--- config.mk ---
export PLATFORM = sky130hd
export DESIGN_NAME = xgs_line_packer
export DESIGN_NICKNAME = d
export VERILOG_FILES = /design/src/rtl/xgs_pkg.sv /design/src/rtl/xgs_sync_fifo.sv /design/src/rtl/xgs_line_packer.sv
export SDC_FILE = /design/constraint.sdc
export NUM_CORES = 1
export LEC_CHECK = 0
export CELL_PAD_IN_SITES_DETAIL_PLACEMENT = 1
export CELL_PAD_IN_SITES_GLOBAL_PLACEMENT = 1
export CORE_ASPECT_RATIO = 1.5
export CORE_MARGIN = 4
export CORE_UTILIZATION = 40
export CTS_CLUSTER_SIZE = 25
export DETAILED_ROUTE_END_ITERATION = 6
export DONT_BUFFER_PORTS = 1
export HOLD_SLACK_MARGIN = 0.1
export PLACE_DENSITY_LB_ADDON = 0.25
export REMOVE_ABC_BUFFERS = 1
export SYNTH_ARGS = -nofsm -noshare
export SYNTH_HDL_FRONTEND = slang
export SYNTH_SLANG_ARGS = --single-unit
--- constraint.sdc ---
create_clock -name sclk -period 5.8 [get_ports sclk]
set_input_delay 0.58 -clock sclk [delete_from_list [all_inputs] [get_ports sclk]]
set_output_delay 0.58 -clock sclk [all_outputs]
set_load 0.03 [all_outputs]
--- src/rtl/xgs_pkg.sv ---
// Shared types for the XGS pixel-path stages.
//   state_e      : line packer FSM state
//   fifo_entry_t : one buffered output word with its stream markers
//   OUT_BYTES    : bytes per packed output word
package xgs_pkg;

  localparam int unsigned OUT_BYTES = 8;

  typedef enum logic [1:0] {
    StIdle,
    StLowHalf,
    StHighHalf
  } state_e;

  typedef struct packed {
    logic [OUT_BYTES*8-1:0] tdata;
    logic                   tuser;
    logic                   tlast;
  } fifo_entry_t;

endpackage

--- src/rtl/xgs_sync_fifo.sv ---
// Parameterised single-clock FIFO with full/empty flags.
//   clk_i, rst_ni : clock, asynchronous active-low reset
//   wr_en_i/wr_data_i : write request; a write is taken when not full or when a read happens
//                       in the same cycle
//   rd_en_i       : pop the head entry (ignored when empty)
//   rd_data_o     : head entry, registered storage (no combinational path from rd_en_i)
//   full_o/empty_o: occupancy flags
// Depth must be a power of two, at least 2.
module xgs_sync_fifo #(
  parameter int unsigned Width = 8,
  parameter int unsigned Depth = 4
) (
  input  logic             clk_i,
  input  logic             rst_ni,
  input  logic             wr_en_i,
  input  logic [Width-1:0] wr_data_i,
  input  logic             rd_en_i,
  output logic [Width-1:0] rd_data_o,
  output logic             full_o,
  output logic             empty_o
);

  localparam int unsigned PtrW = $clog2(Depth);

  logic [Width-1:0] mem_q [Depth];
  logic [PtrW-1:0]  wr_ptr_q, rd_ptr_q;
  logic [PtrW:0]    count_q;
  logic             do_wr, do_rd;

  assign full_o    = (count_q == (PtrW+1)'(Depth));
  assign empty_o   = (count_q == '0);
  assign do_rd     = rd_en_i & ~empty_o;
  assign do_wr     = wr_en_i & (~full_o | do_rd);
  assign rd_data_o = mem_q[rd_ptr_q];

  always_ff @(posedge clk_i or negedge rst_ni) begin
    if (!rst_ni) begin
      wr_ptr_q <= '0;
      rd_ptr_q <= '0;
      count_q  <= '0;
      for (int i = 0; i < int'(Depth); i++) mem_q[i] <= '0;
    end else begin
      if (do_wr) begin
        mem_q[wr_ptr_q] <= wr_data_i;
        wr_ptr_q        <= wr_ptr_q + PtrW'(1);
      end
      if (do_rd) rd_ptr_q <= rd_ptr_q + PtrW'(1);
      case ({do_wr, do_rd})
        2'b10:   count_q <= count_q + (PtrW+1)'(1);
        2'b01:   count_q <= count_q - (PtrW+1)'(1);
        default: ;
      endcase
    end
  end

endmodule

--- src/rtl/xgs_line_packer.sv ---
// XGS line packer: keeps the 8 MSBs of each decoded pixel, packs two 4-pixel beats into one
// 64-bit AXI-stream word (tuser = start of frame, tlast = end of line), checks line length
// and buffers words in a small FIFO against DMA backpressure.
// Ports:
//   sclk, sclk_reset_n            : pixel clock, asynchronous active-low reset
//   cfg_enable, cfg_line_pix      : packer enable, expected pixels per line
//   pix_valid/data/sof/eol/eof    : decoded pixel beats (no backpressure)
//   m_axis_*                      : packed output stream
//   stat_overflow, stat_len_err   : sticky error flags, cleared by stat_clr (set wins)
// Optional build macro XGS_LINE_PACKER_STATS_EN adds stat_frame_cnt and stat_line_cnt.
module xgs_line_packer
  import xgs_pkg::*;
#(
  parameter int unsigned PIX_W      = 10,
  parameter int unsigned FIFO_DEPTH = 4,
  parameter int unsigned LPIX_W     = 13
) (
  input  logic                sclk,
  input  logic                sclk_reset_n,
  input  logic                cfg_enable,
  input  logic [LPIX_W-1:0]   cfg_line_pix,
  input  logic                pix_valid,
  input  logic [4*PIX_W-1:0]  pix_data,
  input  logic                pix_sof,
  input  logic                pix_eol,
  input  logic                pix_eof,
  output logic                m_axis_tvalid,
  input  logic                m_axis_tready,
  output logic [63:0]         m_axis_tdata,
  output logic                m_axis_tuser,
  output logic                m_axis_tlast,
  output logic                stat_overflow,
  output logic                stat_len_err,
  input  logic                stat_clr
`ifdef XGS_LINE_PACKER_STATS_EN
  ,
  output logic [15:0]         stat_frame_cnt,
  output logic [LPIX_W-1:0]   stat_line_cnt
`endif
);

  localparam int unsigned EntryW = $bits(fifo_entry_t);

  state_e            state_q, state_d;
  logic [31:0]       beat_bytes;
  logic [31:0]       low_bytes_q, low_bytes_d;
  logic              low_user_q, low_user_d;
  logic [LPIX_W-1:0] pix_cnt_q, pix_cnt_d;
  logic [LPIX_W-1:0] cnt_base, cnt_beat;
  logic [LPIX_W:0]   cnt_sum;
  logic              overflow_q, overflow_d, len_err_q, len_err_d;
  logic              start, restart, abort, low_beat, high_beat;
  logic              push, pop, len_bad, fifo_full, fifo_empty;
  fifo_entry_t       push_entry, head_entry;
  logic [EntryW-1:0] fifo_rdata;
  logic              unused_pix;

  always_comb begin
    beat_bytes = '0;
    for (int k = 0; k < 4; k++) begin
      beat_bytes[k*8 +: 8] = pix_data[k*PIX_W + PIX_W - 8 +: 8];
    end
  end
  // Pixel LSBs are intentionally discarded.
  assign unused_pix = ^pix_data;

  // Beat classification. A sof outside IDLE restarts the frame; with the packer disabled the
  // restart beat is dropped and the FSM falls back to IDLE.
  assign start     = (state_q == StIdle) & pix_valid & pix_sof & cfg_enable;
  assign restart   = (state_q != StIdle) & pix_valid & pix_sof;
  assign abort     = restart & ~cfg_enable;
  assign low_beat  = start | (restart & cfg_enable) |
                     ((state_q == StLowHalf) & pix_valid & ~pix_sof);
  assign high_beat = (state_q == StHighHalf) & pix_valid & ~pix_sof;

  // FSM state register
  always_ff @(posedge sclk or negedge sclk_reset_n) begin
    if (!sclk_reset_n) state_q <= StIdle;
    else               state_q <= state_d;
  end

  // FSM next state
  always_comb begin
    state_d = state_q;
    if (abort) begin
      state_d = StIdle;
    end else if (low_beat) begin
      if (pix_eof)      state_d = StIdle;
      else if (pix_eol) state_d = StLowHalf;
      else              state_d = StHighHalf;
    end else if (high_beat) begin
      state_d = pix_eof ? StIdle : StLowHalf;
    end
  end

  // FSM outputs: word assembly and push
  always_comb begin
    push        = 1'b0;
    push_entry  = '0;
    low_bytes_d = low_bytes_q;
    low_user_d  = low_user_q;
    if (low_beat) begin
      push             = pix_eol | pix_eof;
      push_entry.tdata = {32'h0, beat_bytes};
      push_entry.tuser = pix_sof;
      push_entry.tlast = 1'b1;
      low_bytes_d      = beat_bytes;
      low_user_d       = pix_sof;
    end else if (high_beat) begin
      push             = 1'b1;
      push_entry.tdata = {beat_bytes, low_bytes_q};
      push_entry.tuser = low_user_q;
      push_entry.tlast = pix_eol;
    end
  end

  // Line length counter: the current beat is included before the eol compare.
  always_comb begin
    cnt_base  = pix_sof ? '0 : pix_cnt_q;
    cnt_sum   = {1'b0, cnt_base} + (LPIX_W+1)'(4);
    cnt_beat  = cnt_sum[LPIX_W] ? '1 : cnt_sum[LPIX_W-1:0];
    pix_cnt_d = pix_cnt_q;
    len_bad   = 1'b0;
    if (abort) begin
      pix_cnt_d = '0;
    end else if (low_beat | high_beat) begin
      if (pix_eol) begin
        pix_cnt_d = '0;
        len_bad   = (cnt_beat != cfg_line_pix);
      end else begin
        pix_cnt_d = cnt_beat;
      end
    end
  end

  assign pop = ~fifo_empty & m_axis_tready;

  // Sticky flags: a new event in the clear cycle wins.
  always_comb begin
    overflow_d = overflow_q & ~stat_clr;
    len_err_d  = len_err_q & ~stat_clr;
    if (push & fifo_full & ~pop) overflow_d = 1'b1;
    if (len_bad | restart)       len_err_d  = 1'b1;
  end

  always_ff @(posedge sclk or negedge sclk_reset_n) begin
    if (!sclk_reset_n) begin
      low_bytes_q <= '0;
      low_user_q  <= 1'b0;
      pix_cnt_q   <= '0;
      overflow_q  <= 1'b0;
      len_err_q   <= 1'b0;
    end else begin
      low_bytes_q <= low_bytes_d;
      low_user_q  <= low_user_d;
      pix_cnt_q   <= pix_cnt_d;
      overflow_q  <= overflow_d;
      len_err_q   <= len_err_d;
    end
  end

  xgs_sync_fifo #(
    .Width (EntryW),
    .Depth (FIFO_DEPTH)
  ) u_fifo (
    .clk_i     (sclk),
    .rst_ni    (sclk_reset_n),
    .wr_en_i   (push),
    .wr_data_i (push_entry),
    .rd_en_i   (m_axis_tready),
    .rd_data_o (fifo_rdata),
    .full_o    (fifo_full),
    .empty_o   (fifo_empty)
  );

  assign head_entry    = fifo_rdata;
  assign m_axis_tvalid = ~fifo_empty;
  assign m_axis_tdata  = head_entry.tdata;
  assign m_axis_tuser  = head_entry.tuser;
  assign m_axis_tlast  = head_entry.tlast;
  assign stat_overflow = overflow_q;
  assign stat_len_err  = len_err_q;

`ifdef XGS_LINE_PACKER_STATS_EN
  logic [15:0]       frame_cnt_q;
  logic [LPIX_W-1:0] line_cnt_q;

  always_ff @(posedge sclk or negedge sclk_reset_n) begin
    if (!sclk_reset_n) begin
      frame_cnt_q <= '0;
      line_cnt_q  <= '0;
    end else if (stat_clr) begin
      frame_cnt_q <= '0;
      line_cnt_q  <= '0;
    end else begin
      if (push & pix_eof) frame_cnt_q <= frame_cnt_q + 16'd1;
      if (low_beat | high_beat) begin
        if (pix_sof)      line_cnt_q <= pix_eol ? LPIX_W'(1) : '0;
        else if (pix_eol) line_cnt_q <= line_cnt_q + LPIX_W'(1);
      end
    end
  end

  assign stat_frame_cnt = frame_cnt_q;
  assign stat_line_cnt  = line_cnt_q;
`endif

endmodule

==> key figures, run 1 <==
Synth
  – Synthesis-stage register bit count: between 300 and 400
  – Cell variety after synth: 63
  – Top-area cell type share of the netlist area: a little under three fifths
  – Synthesis Warnings: 0
  – Sequential fraction of the synthesis area: between 50% and 60%
  – Synthesized area: approximately 0.014 mm²
  – Most frequent cells after synthesis: 401 x nand2_1, 321 x dfrtp_1, 254 x o21ai_0
  – Post-synth EDFFs: 0
  – Area leader, netlist: dfrtp_1
  – Cell count after synthesis: ~1400
  – Fraction of registers with async set or reset after synthesis: 100%
  – Mapped Avg Cell Area: 10.7 µm²
  – Synth top area cells: dfrtp_1 56%, nand2_1 10%, mux4_2 10%
  – Most numerous cell in the Yosys netlist: nand2_1
  – Main synth FF type: dfrtp_1

Cells and area
  – Finished Cell Area: approximately 0.016 mm²
  – Fillers: 3966
  – Layout area overhead: 7.72%
  – Inserted Diodes: 0
  – Area of the multi-input gates: around 0.0057 mm²
  – Reg area: 0.00804 mm²
  – Final #Nets: 1370
  – Proportion of layout cells with a drive suffix above 1: between 10% and 20%

STA
  – Final setup viols: 0
  – Final Hold Slack: -0.248 ns
  – Fin. Hold Viols: 321
  – Final worst slack: 2.56 ns
  – Final min period: 3.24 ns
  – Relative slew slack: between 30% and 40%
  – Slew @ Worst Pin: 1.02 ns
  – Top achievable clock speed: slightly above 300 MHz
  – Final Max Slew Viols: 0
  – Worst clock skew: between 0.02 and 0.025 ns
  – Setup_tns: 0 ns
  – Unrepaired setup endpoints after global routing: no
  – Fin crit share: a little under three fifths

Floorplan
  – Core area: roughly 0.036 mm²
  – Top Ports: 131
  – Die extent in x: between 150 and 200 µm
  – Initial Util: approximately two fifths
  – Die area: around 0.039 mm²
  – # rows: 85
  – Die Span Y: ~240 µm

Global routing
  – Vias in the first global route: 10500
  – Largest net degree at the start of global routing: 322
  – Global route total overflow: 0
  – First-pass GRT wire length: 58100 µm
  – GRT Total Usage: 18.6%
  – Initial antenna violation count: 0

Route
  – Final wirelength: roughly 36000 µm
  – DRT Pass-1 Iters: 4
  – 1st-iter DRT viols: about 460
  – Via count: 9728
  – ANT nets after route: 0
  – Drt drc: 0
  – Vias per cell: between 5 and 6
  – Wire length per cell: around 20 µm

Placed design
  – Placed cell area: 0.0145 mm²
  – Port Buffer Count: 0
  – Setup WS pre-CTS: ~2.5 ns
  – HPWL Detailed: ~21000 µm
  – GPL Wtd Cong: between 0.7 and 0.8

CTS
  – Cts bufs inserted: 34
  – Root buffer cell: clkbuf_16
  – Clk_lat worst skew: 0.53 ns
  – TritonCTS clock tree: yes
  – CTS clock-pin slew for the worst setup and hold paths: approximately 0.060 ns
  – CTS resizes: 0
  – Clk sink count: ~320
  – Max clock buf depth: 3
  – H-tree levels: 2
  – Post-CTS Setup Repair Bufs: 0

Pwr
  – PD cells: 461 mW/mm²
  – Leakage power: ~6.8 nW
  – VDD IR-drop max: a little over 300 µV

Critical path
  – Data arrival, critical path: ~2.7 ns
  – Max Fanout on Critical Path: 29
  – Critical path type: reg2out
  – Required time worst endpoint: 5.22 ns
  – Critical path launch point type: flop
  – CP Capture Type: primary output

Status
  – Outcome: finished, violations left
  – Failing checks: negative hold slack

Min path
  – Hold Crit Class: in2async

Run
  – MaxCap Viol Count: 0
-- report_power, final --
group          total (mW)  internal (mW)  switching [mW]
clock network        2.15           1.25           0.900
logic                1.80          0.670            1.13
registers            3.24           2.81           0.429
total                7.18           4.72            2.46
-- logic make-up (layout without fill, tap and decap cells) --
kind of cell | Yosys count | in the layout | share of synthesized area (%)
mux | 70 | 70 | 10.6
simple gates | 473 | 473 | 13.9
xor+xnor | 13 | 13 | 0.787
buf+inv | 110 | 81 | 4.88
fa+ha+maj | 7 | 7 | 0.657
compound gates | 360 | 360 | 13.7
flops | 321 | 321 | 55.5
-- state kept, by name, summed over array words and instances, names as in the netlist --
register,count
pix_cnt_q,13
stat_overflow,1
u_fifo.mem_q,264
state_q,2
low_user_q,1
u_fifo.count_q,3
u_fifo.wr_ptr_q,2
u_fifo.rd_ptr_q,2
low_bytes_q,32
stat_len_err,1
-- layout make-up --
cell class | instances | area share (%)
Sequential cell | 321 | 51.6
Multi-Input combinational cell | 923 | 36.8
Clock buffer | 48 | 6.37
Tap cell | 478 | 3.84
Clock inverter | 12 | 0.690
Timing Repair Buffer | 9 | 0.434
Inverter | 12 | 0.289
-- critical path: stages (launching register included) --
cell     delay [ns]
dfrtp_4        0.86
buf_4          0.56
mux4_2         0.71
-- final timing paths --
path / startpoint / endpoint / slack [ns] / cells after the start
min reg2reg: u_fifo.mem_q[56]$_DFFE_PN0P_ / u_fifo.mem_q[56]$_DFFE_PN0P_ / 0.47 / 2
max: u_fifo.rd_ptr_q[0]$_DFFE_PN0P_ / m_axis_tdata[9] / 2.56 / 2
max reg2reg: u_fifo.count_q[1]$_DFFE_PN0P_ / u_fifo.mem_q[214]$_DFFE_PN0P_ / 2.69 / 5
min in group sclk: pix_data[26] / low_bytes_q[20]$_DFFE_PN0N_ / 0.15 / 2
min: sclk_reset_n / u_fifo.mem_q[254]$_DFFE_PN0P_ / -0.25 / 0
max in group asynchronous: sclk_reset_n / pix_cnt_q[11]$_DFFE_PN0P_ / 5.31 / 0
-- metal layers --
layer | global-route usage (%) | up-vias | part of all wire [%]
met3 | 3.47 | 38 | 4.1
met5 | 0 | - | 0
li1 | - | 4600 | -
met2 | 33.6 | 124 | 53
met1 | 22.9 | 4966 | 41
met4 | 4.73 | 0 | 1.7
-- layout by cell type, fill, tap and decap left out, drive strengths merged, types with 2 or more instances in the layout --
cell type | Yosys | final
xor2 | 5 | 5
and3 | 2 | 2
a22o | 3 | 3
and4 | 3 | 3
nor2 | 16 | 16
o22ai | 2 | 2
nand4 | 4 | 4
nor4 | 3 | 3
nor3 | 4 | 4
nand3 | 8 | 8
a31oi | 3 | 3
nor3b | 2 | 2
xnor2 | 8 | 8
a211oi | 3 | 3
nand2b | 5 | 5
mux2i | 4 | 4
a22oi | 33 | 33
nor2b | 5 | 5
nand3b | 3 | 3
clkinv | 0 | 8
dfrtp | 321 | 321
clkbuf | 41 | 48
and2 | 5 | 5
a21oi | 18 | 18
buf | 57 | 9
ha | 6 | 6
o21ai | 278 | 278
a21o | 4 | 4
mux4 | 66 | 66
or4 | 3 | 3
nand2 | 405 | 405
o211ai | 4 | 4
inv | 12 | 15
-- metrics by stage --
step           power [mW]  std cells  hold slack, ns  util, %
3_3_place_gp         5.04       1743           0.292     40.4
2_1_floorplan        4.60       1256           0.284        -
3_5_place_dp         5.13       1743           0.291     40.4
4_1_cts              7.32       1803          -0.286     43.5
5_1_grt              7.64       1803          -0.278     43.5
6_report             7.18       1803          -0.248     43.5
No activity file was read; power rests on OpenSTA's default activity.
==> run 2: changes to the inputs <==
Clock period 5.8 ns to 3.2 ns, I/O delays scaled along.
==> run 2 against run 1 <==
Against the previous run: the run still ends with negative hold slack left; global-route usage is 0.26 points higher; critical endpoint is now stat_len_err$_DFF_PN0_; first-iteration DRC count increased by 5.6%; worst hold slack worse by 0.29 ns; cell area increased by 3.9%; sequential cell count stayed put; clock power is 70% higher; power rose by 81%.
==> key figures, run 2 (synthesis gave the netlist of run 1 again) <==
Status
  – Outcome: finished, violations left
  – Failing checks: negative hold slack

Cells and area
  – Finished Cell Area: 0.0162 mm² (+3.9%)
  – Most frequent cells in the layout: 401 x nand2_1, 319 x dfrtp_1, 253 x o21ai_0
  – Post-route core utilization: 45.2% (+1.7 points)
  – Final #Nets: 1425 (+4.0%)
  – Register with the most flip-flops: u_fifo.mem_q
  – Layout area overhead: 11.9%
  – Most common cell after layout, fill and taps aside: nand2_1
  – Max reg flops: 264 (unchanged)
  – Proportion of layout cells with a drive suffix above 1: 11.2% (+0.14 points)
  – Largest registers: u_fifo.mem_q: 264 flops, low_bytes_q: 32 flops, pix_cnt_q: 13 flops

Min path
  – Hold Crit Class: in2async

STA
  – Fin crit share: 90.0%
  – Final Max Slew Viols: 0 (unchanged)
  – Final Hold Slack: -0.535 ns (-0.287 ns)
  – Fin. Hold Viols: 321 (unchanged)
  – Top achievable clock speed: approximately 350 MHz
  – Relative slew slack: 36.7% (+4.8 points)
  – Worst clock skew: 0.00810 ns (-0.0147 ns)
  – Final min period: approximately 2.9 ns
  – Unrepaired setup endpoints after global routing: no
  – Slew @ Worst Pin: 0.946 ns (-0.0768 ns)
  – Final setup viols: 0 (unchanged)

Critical path
  – Max Fanout on Critical Path: 5 (-83%)
  – Worst reg2reg path depth: 9 (+4)
  – CP Capture Type: flop
  – Required time worst endpoint: 3.64 ns (-1.58 ns)
  – Data arrival, critical path: 3.32 ns (+0.66 ns)
  – Critical path type: reg2reg
  – Critical path launch point type: flop
  – Worst reg2reg setup slack: 0.32 ns (-2.37 ns)

Route
  – 1st-iter DRT viols: 487 (+5.6%)
  – Drt drc: 0 (unchanged)
  – Vias per cell: 5.35 (-0.90%)
  – Wire length per cell: 19.6 µm (-0.90%)
  – Final wirelength: 36400 µm (+2.2%)
  – DRT Pass-1 Iters: 4 (unchanged)
  – Via count: 9940 (+2.2%)
  – ANT nets after route: 0 (unchanged)

CTS
  – Post-CTS Setup Repair Bufs: 0 (unchanged)
  – CTS clock-pin slew for the worst setup and hold paths: 0.06 ns (about the same)
  – H-tree levels: 1 (-1)
  – Hold Buf Count CTS: 46
  – Cts bufs inserted: 31 (-8.8%)
  – Clk sink count: 321 (unchanged)
  – Max clock buf depth: 3 (unchanged)
  – TritonCTS clock tree: yes
  – Clk_lat worst skew: 0.56 ns (+0.03 ns)
  – Root buffer cell: clkbuf_16

Placed design
  – GPL Wtd Cong: 0.820 (+5.7%)
  – Port Buffer Count: 0 (unchanged)
  – Placed cell area: 0.0147 mm² (+1.5%)
  – HPWL Detailed: 21800 µm (+5.6%)

Global routing
  – First-pass GRT wire length: 59600 µm (+2.6%)
  – Largest net degree at the start of global routing: 322 (unchanged)
  – GRT Total Usage: 18.8% (+0.26 points)
  – Initial antenna violation count: 1 (+1)
  – Vias in the first global route: 10900 (+3.2%)
  – Global route total overflow: 0 (unchanged)

Pwr
  – Total power: 13.0 mW (+81%)
  – PD cells: 801 mW/mm² (+74%)
  – Leakage power: 7.10 nW (+3.9%)
  – VDD IR-drop max: 420 µV (+38%)

Floorplan
  – Die area: 0.0393 mm² (unchanged)
  – Core area: 0.0358 mm² (unchanged)
  – Die extent in x: 163 µm (unchanged)
  – Die Span Y: 241 µm (unchanged)
  – Initial Util: 40.4% (unchanged)
  – # rows: 85 (unchanged)
  – Top Ports: 131 (unchanged)

Run
  – MaxCap Viol Count: 0 (unchanged)
run 2: final timing paths:
check	endpoint	start
setup / recovery	stat_len_err$_DFF_PN0_	pix_cnt_q[2]$_DFFE_PN0P_
hold / removal	u_fifo.mem_q[188]$_DFFE_PN0P_	sclk_reset_n
setup reg to reg	stat_len_err$_DFF_PN0_	pix_cnt_q[2]$_DFFE_PN0P_
hold reg to reg	u_fifo.mem_q[119]$_DFFE_PN0P_	u_fifo.mem_q[119]$_DFFE_PN0P_
max in group asynchronous	u_fifo.mem_q[131]$_DFFE_PN0P_	sclk_reset_n
min in group sclk	pix_cnt_q[4]$_DFFE_PN0P_	pix_sof
run 2: routing by layer:
metal	global-route usage (%)	share of wire [%]
met3	3.04	3.9
met1	23.4	42
met4	5.44	2.6
met2	33.9	52
met5	0	0
run 2: cell type report:
cell class | instances | area, µm²
Fill cell | 3928 | 19700
Sequential cell | 321 | 8040
Multi-Input combinational cell | 923 | 5740
Clock buffer | 49 | 953
Timing Repair Buffer | 67 | 743
Tap cell | 478 | 598
Clock inverter | 8 | 68.8
Inverter | 12 | 45.0
Antenna cell | 1 | 2.50
run 2: metrics by stage:
stage	TNS (ns)	cells	hold slack [ns]	worst slack (ns)
final	0	1859	-0.535	0.320
after global routing	0	1858	-0.573	0.0896
after CTS	0	1858	-0.572	0.140
after detailed placement	0	1755	0.0344	0.528
after global placement	0	1755	0.0342	0.573
after floorplan	-36.66	1256	0.0244	-0.555
run 2: timing repair:
item	4_1_cts	5_1_grt
endpoints found under the setup margin	0	1
endpoints found under the hold margin	628	321
resized for setup	0	2
run 2: power breakdown:
part	internal, mW	switching [mW]	leakage, nW	total, mW
Sequential	5.09	0.605	4.37	5.69
Combinational	1.35	2.26	2.22	3.61
Clock	2.11	1.55	0.511	3.66
run 2: critical path, stage by stage, from the launching register on:
cell,delay [ns]
dfrtp_1,0.44
nor2b_2,0.26
ha_1,0.35
nand3_1,0.14
or4_1,0.42
nand3_1,0.15
xnor2_1,0.13
and4_1,0.23
a31oi_1,0.08
dlygate4sd3_1,0.56
==> run 3: changes to the inputs <==
Settings changed: PLACE_DENSITY_LB_ADDON 0.25 to 0.08.
==> run 3 against run 2 <==
Against the previous run: the flow still finishes with violations (negative hold slack); routed wire length increased by 1.5%; power increased by 1.9%; largest power group unchanged; sequential share of layout area is 0.16 points lower; utilization up 0.14 points; sequential power grew 2%.
==> key figures, run 3 (synthesis gave the netlist of run 1 again) <==
Floorplan
  – # rows: 85 (unchanged)
  – Top Ports: 131 (unchanged)
  – Die area: 0.0393 mm² (unchanged)
  – Initial Util: 40.4% (unchanged)
  – Die Span Y: 241 µm (unchanged)
  – Core area: 0.0358 mm² (unchanged)
  – Die extent in x: 163 µm (unchanged)

STA
  – Final min period: 2.75 ns (-0.131 ns)
  – Unrepaired setup endpoints after global routing: no
  – Final setup viols: 0 (unchanged)
  – Slew @ Worst Pin: 1.17 ns (+0.227 ns)
  – Fin crit share: 85.9% (-4.1 points)
  – Fin. Hold Viols: 321 (unchanged)
  – Relative slew slack: 21.8% (-15 points)
  – Worst clock skew: 0.0172 ns (+0.00908 ns)
  – Final Hold Slack: -0.489 ns (+0.0462 ns)
  – Top achievable clock speed: 364 MHz (+4.8%)
  – Final Max Slew Viols: 0 (unchanged)

Pwr
  – PD cells: 814 mW/mm² (+1.6%)
  – VDD IR-drop max: 509 µV (+21%)
  – Leakage power: 7.12 nW (+0.23%)
  – Total power: 13.2 mW (+1.9%)

Cells and area
  – Most frequent cells in the layout: 401 x nand2_1, 319 x dfrtp_1, 254 x o21ai_0
  – Post-route core utilization: 45.3% (+0.14 points)
  – Layout area overhead: 12.2%
  – Proportion of layout cells with a drive suffix above 1: 11.2% (about the same)
  – Most common cell after layout, fill and taps aside: nand2_1
  – Largest registers: u_fifo.mem_q: 264 flops, low_bytes_q: 32 flops, pix_cnt_q: 13 flops
  – Max reg flops: 264 (unchanged)
  – Finished Cell Area: 0.0162 mm² (+0.32%)
  – Fillers: 3951 (+0.59%)
  – Register with the most flip-flops: u_fifo.mem_q
  – Final #Nets: 1429 (+0.28%)

Critical path
  – Max Fanout on Critical Path: 24 (+19)
  – Critical path launch point type: flop
  – Worst reg2reg setup slack: 0.54 ns (+0.22 ns)
  – Worst path slowest cell: dfrtp_4
  – CP Capture Type: primary output
  – Delay-heaviest family, CP: flip-flops
  – Critical R2R Capture: u_fifo.count_q[2]$_DFFE_PN0P_
  – Critical path type: reg2out
  – Required time worst endpoint: 2.88 ns (-0.76 ns)
  – CP Cell Sequence: buf_4 -> mux4_2
  – RR Startpoint: u_fifo.count_q[1]$_DFFE_PN0P_
  – Worst reg2reg path depth: 9 (unchanged)
  – Buf+Inv Stages, Crit Path: 1 (unchanged)
  – Data arrival, critical path: 2.43 ns (-0.89 ns)
  – Crit-path max cell delay: 0.80 ns (+0.24 ns)

Route
  – DRT Pass-1 Iters: 4 (unchanged)
  – ANT nets after route: 0 (unchanged)
  – Vias per cell: 5.32 (-0.49%)
  – Final wirelength: 37000 µm (+1.5%)
  – Wire length per cell: 19.9 µm (+1.5%)
  – Via count: 9897 (-0.43%)
  – 1st-iter DRT viols: 541 (+11%)
  – Drt drc: 0 (unchanged)

CTS
  – CTS resizes: 0 (unchanged)
  – Clk sink count: 321 (unchanged)
  – TritonCTS clock tree: yes
  – Cts bufs inserted: 35 (+13%)
  – Hold Buf Count CTS: 43 (-6.5%)
  – CTS clock-pin slew for the worst setup and hold paths: 0.06 ns (about the same)
  – Clk_lat worst skew: 0.52 ns (-0.04 ns)
  – Root buffer cell: clkbuf_16
  – Post-CTS Setup Repair Bufs: 0 (unchanged)
  – Max clock buf depth: 3 (unchanged)
  – H-tree levels: 2 (+1)

Global routing
  – Initial antenna violation count: 1 (unchanged)
  – Global route total overflow: 0 (unchanged)
  – Largest net degree at the start of global routing: 322 (unchanged)
  – Vias in the first global route: 10800 (-0.58%)
  – First-pass GRT wire length: 60800 µm (+1.9%)
  – GRT Total Usage: 19.3% (+0.53 points)

Status
  – Failing checks: negative hold slack
  – Outcome: finished, violations left

Placed design
  – HPWL Detailed: 22300 µm (+2.3%)
  – Port Buffer Count: 0 (unchanged)
  – Placed cell area: 0.0147 mm² (about the same)
  – GPL Wtd Cong: 0.758 (-7.6%)

Run
  – MaxCap Viol Count: 0 (unchanged)

Min path
  – Hold Crit Class: in2async
[run 3: how the worst max path moves through the flow]
stage	start	to	slack (ns)	cells past startpoint
after floorplan	u_fifo.rd_ptr_q[0]$_DFFE_PN0P_	m_axis_tdata[0]	-0.56	1
after global placement	u_fifo.count_q[0]$_DFFE_PN0P_	u_fifo.count_q[2]$_DFFE_PN0P_	0.56	9
after detailed placement	u_fifo.count_q[1]$_DFFE_PN0P_	u_fifo.count_q[2]$_DFFE_PN0P_	0.52	9
after CTS	u_fifo.rd_ptr_q[0]$_DFFE_PN0P_	m_axis_tdata[13]	0.33	2
after global routing	u_fifo.rd_ptr_q[0]$_DFFE_PN0P_	m_axis_tdata[13]	0.28	2
final	u_fifo.rd_ptr_q[0]$_DFFE_PN0P_	m_axis_tdata[40]	0.45	2
[run 3: area by class of cell]
class | instances | area [µm²] | area share (%)
inverters | 12 | 45.0 | 0.277
multi-input cells | 923 | 5730 | 35.3
clock inverters | 6 | 63.8 | 0.393
flip-flops and latches | 321 | 8040 | 49.5
well taps | 478 | 598 | 3.68
diodes | 1 | 2.50 | 0.0154
clock buffers | 52 | 1030 | 6.36
repair buffers | 67 | 723 | 4.45
[run 3: metrics by stage]
step | setup WS [ns] | TNS [ns] | std cells
finish | 0.452 | 0 | 1860
global placement | 0.561 | 0 | 1758
global route | 0.283 | 0 | 1860
detailed placement | 0.520 | 0 | 1758
floorplan | -0.555 | -36.66 | 1256
CTS | 0.330 | 0 | 1859
[run 3: routing by layer]
layer  global-route usage [%]  part of all wire [%]  vias to the layer above
li1                         -                     -                     4719
met1                     25.0                    43                     4988
met2                     33.4                    50                      133
met3                     3.60                   3.8                       57
met4                     5.54                   2.5                        0
met5                        0                     0                        -
[run 3: power by group]
group          total (mW)  leakage [nW]  internal [mW]  switching (mW)
registers            5.79          4.37           5.09           0.695
clock network        3.93         0.530           2.31            1.62
logic                3.51          2.22           1.35            2.16
total                13.2          7.12           8.75            4.47
[run 3: worst reg2reg max path, delay by kind of cell, from the launching register on]
kind	cells	cell delay, ns
buffers and inverters	2	0.19
flip-flops	1	0.39
AND/OR/NAND/NOR	2	0.82
XOR/XNOR	2	0.30
AO/OA/AOI/OAI	1	0.33
adder cells (fa/ha/maj)	2	0.55
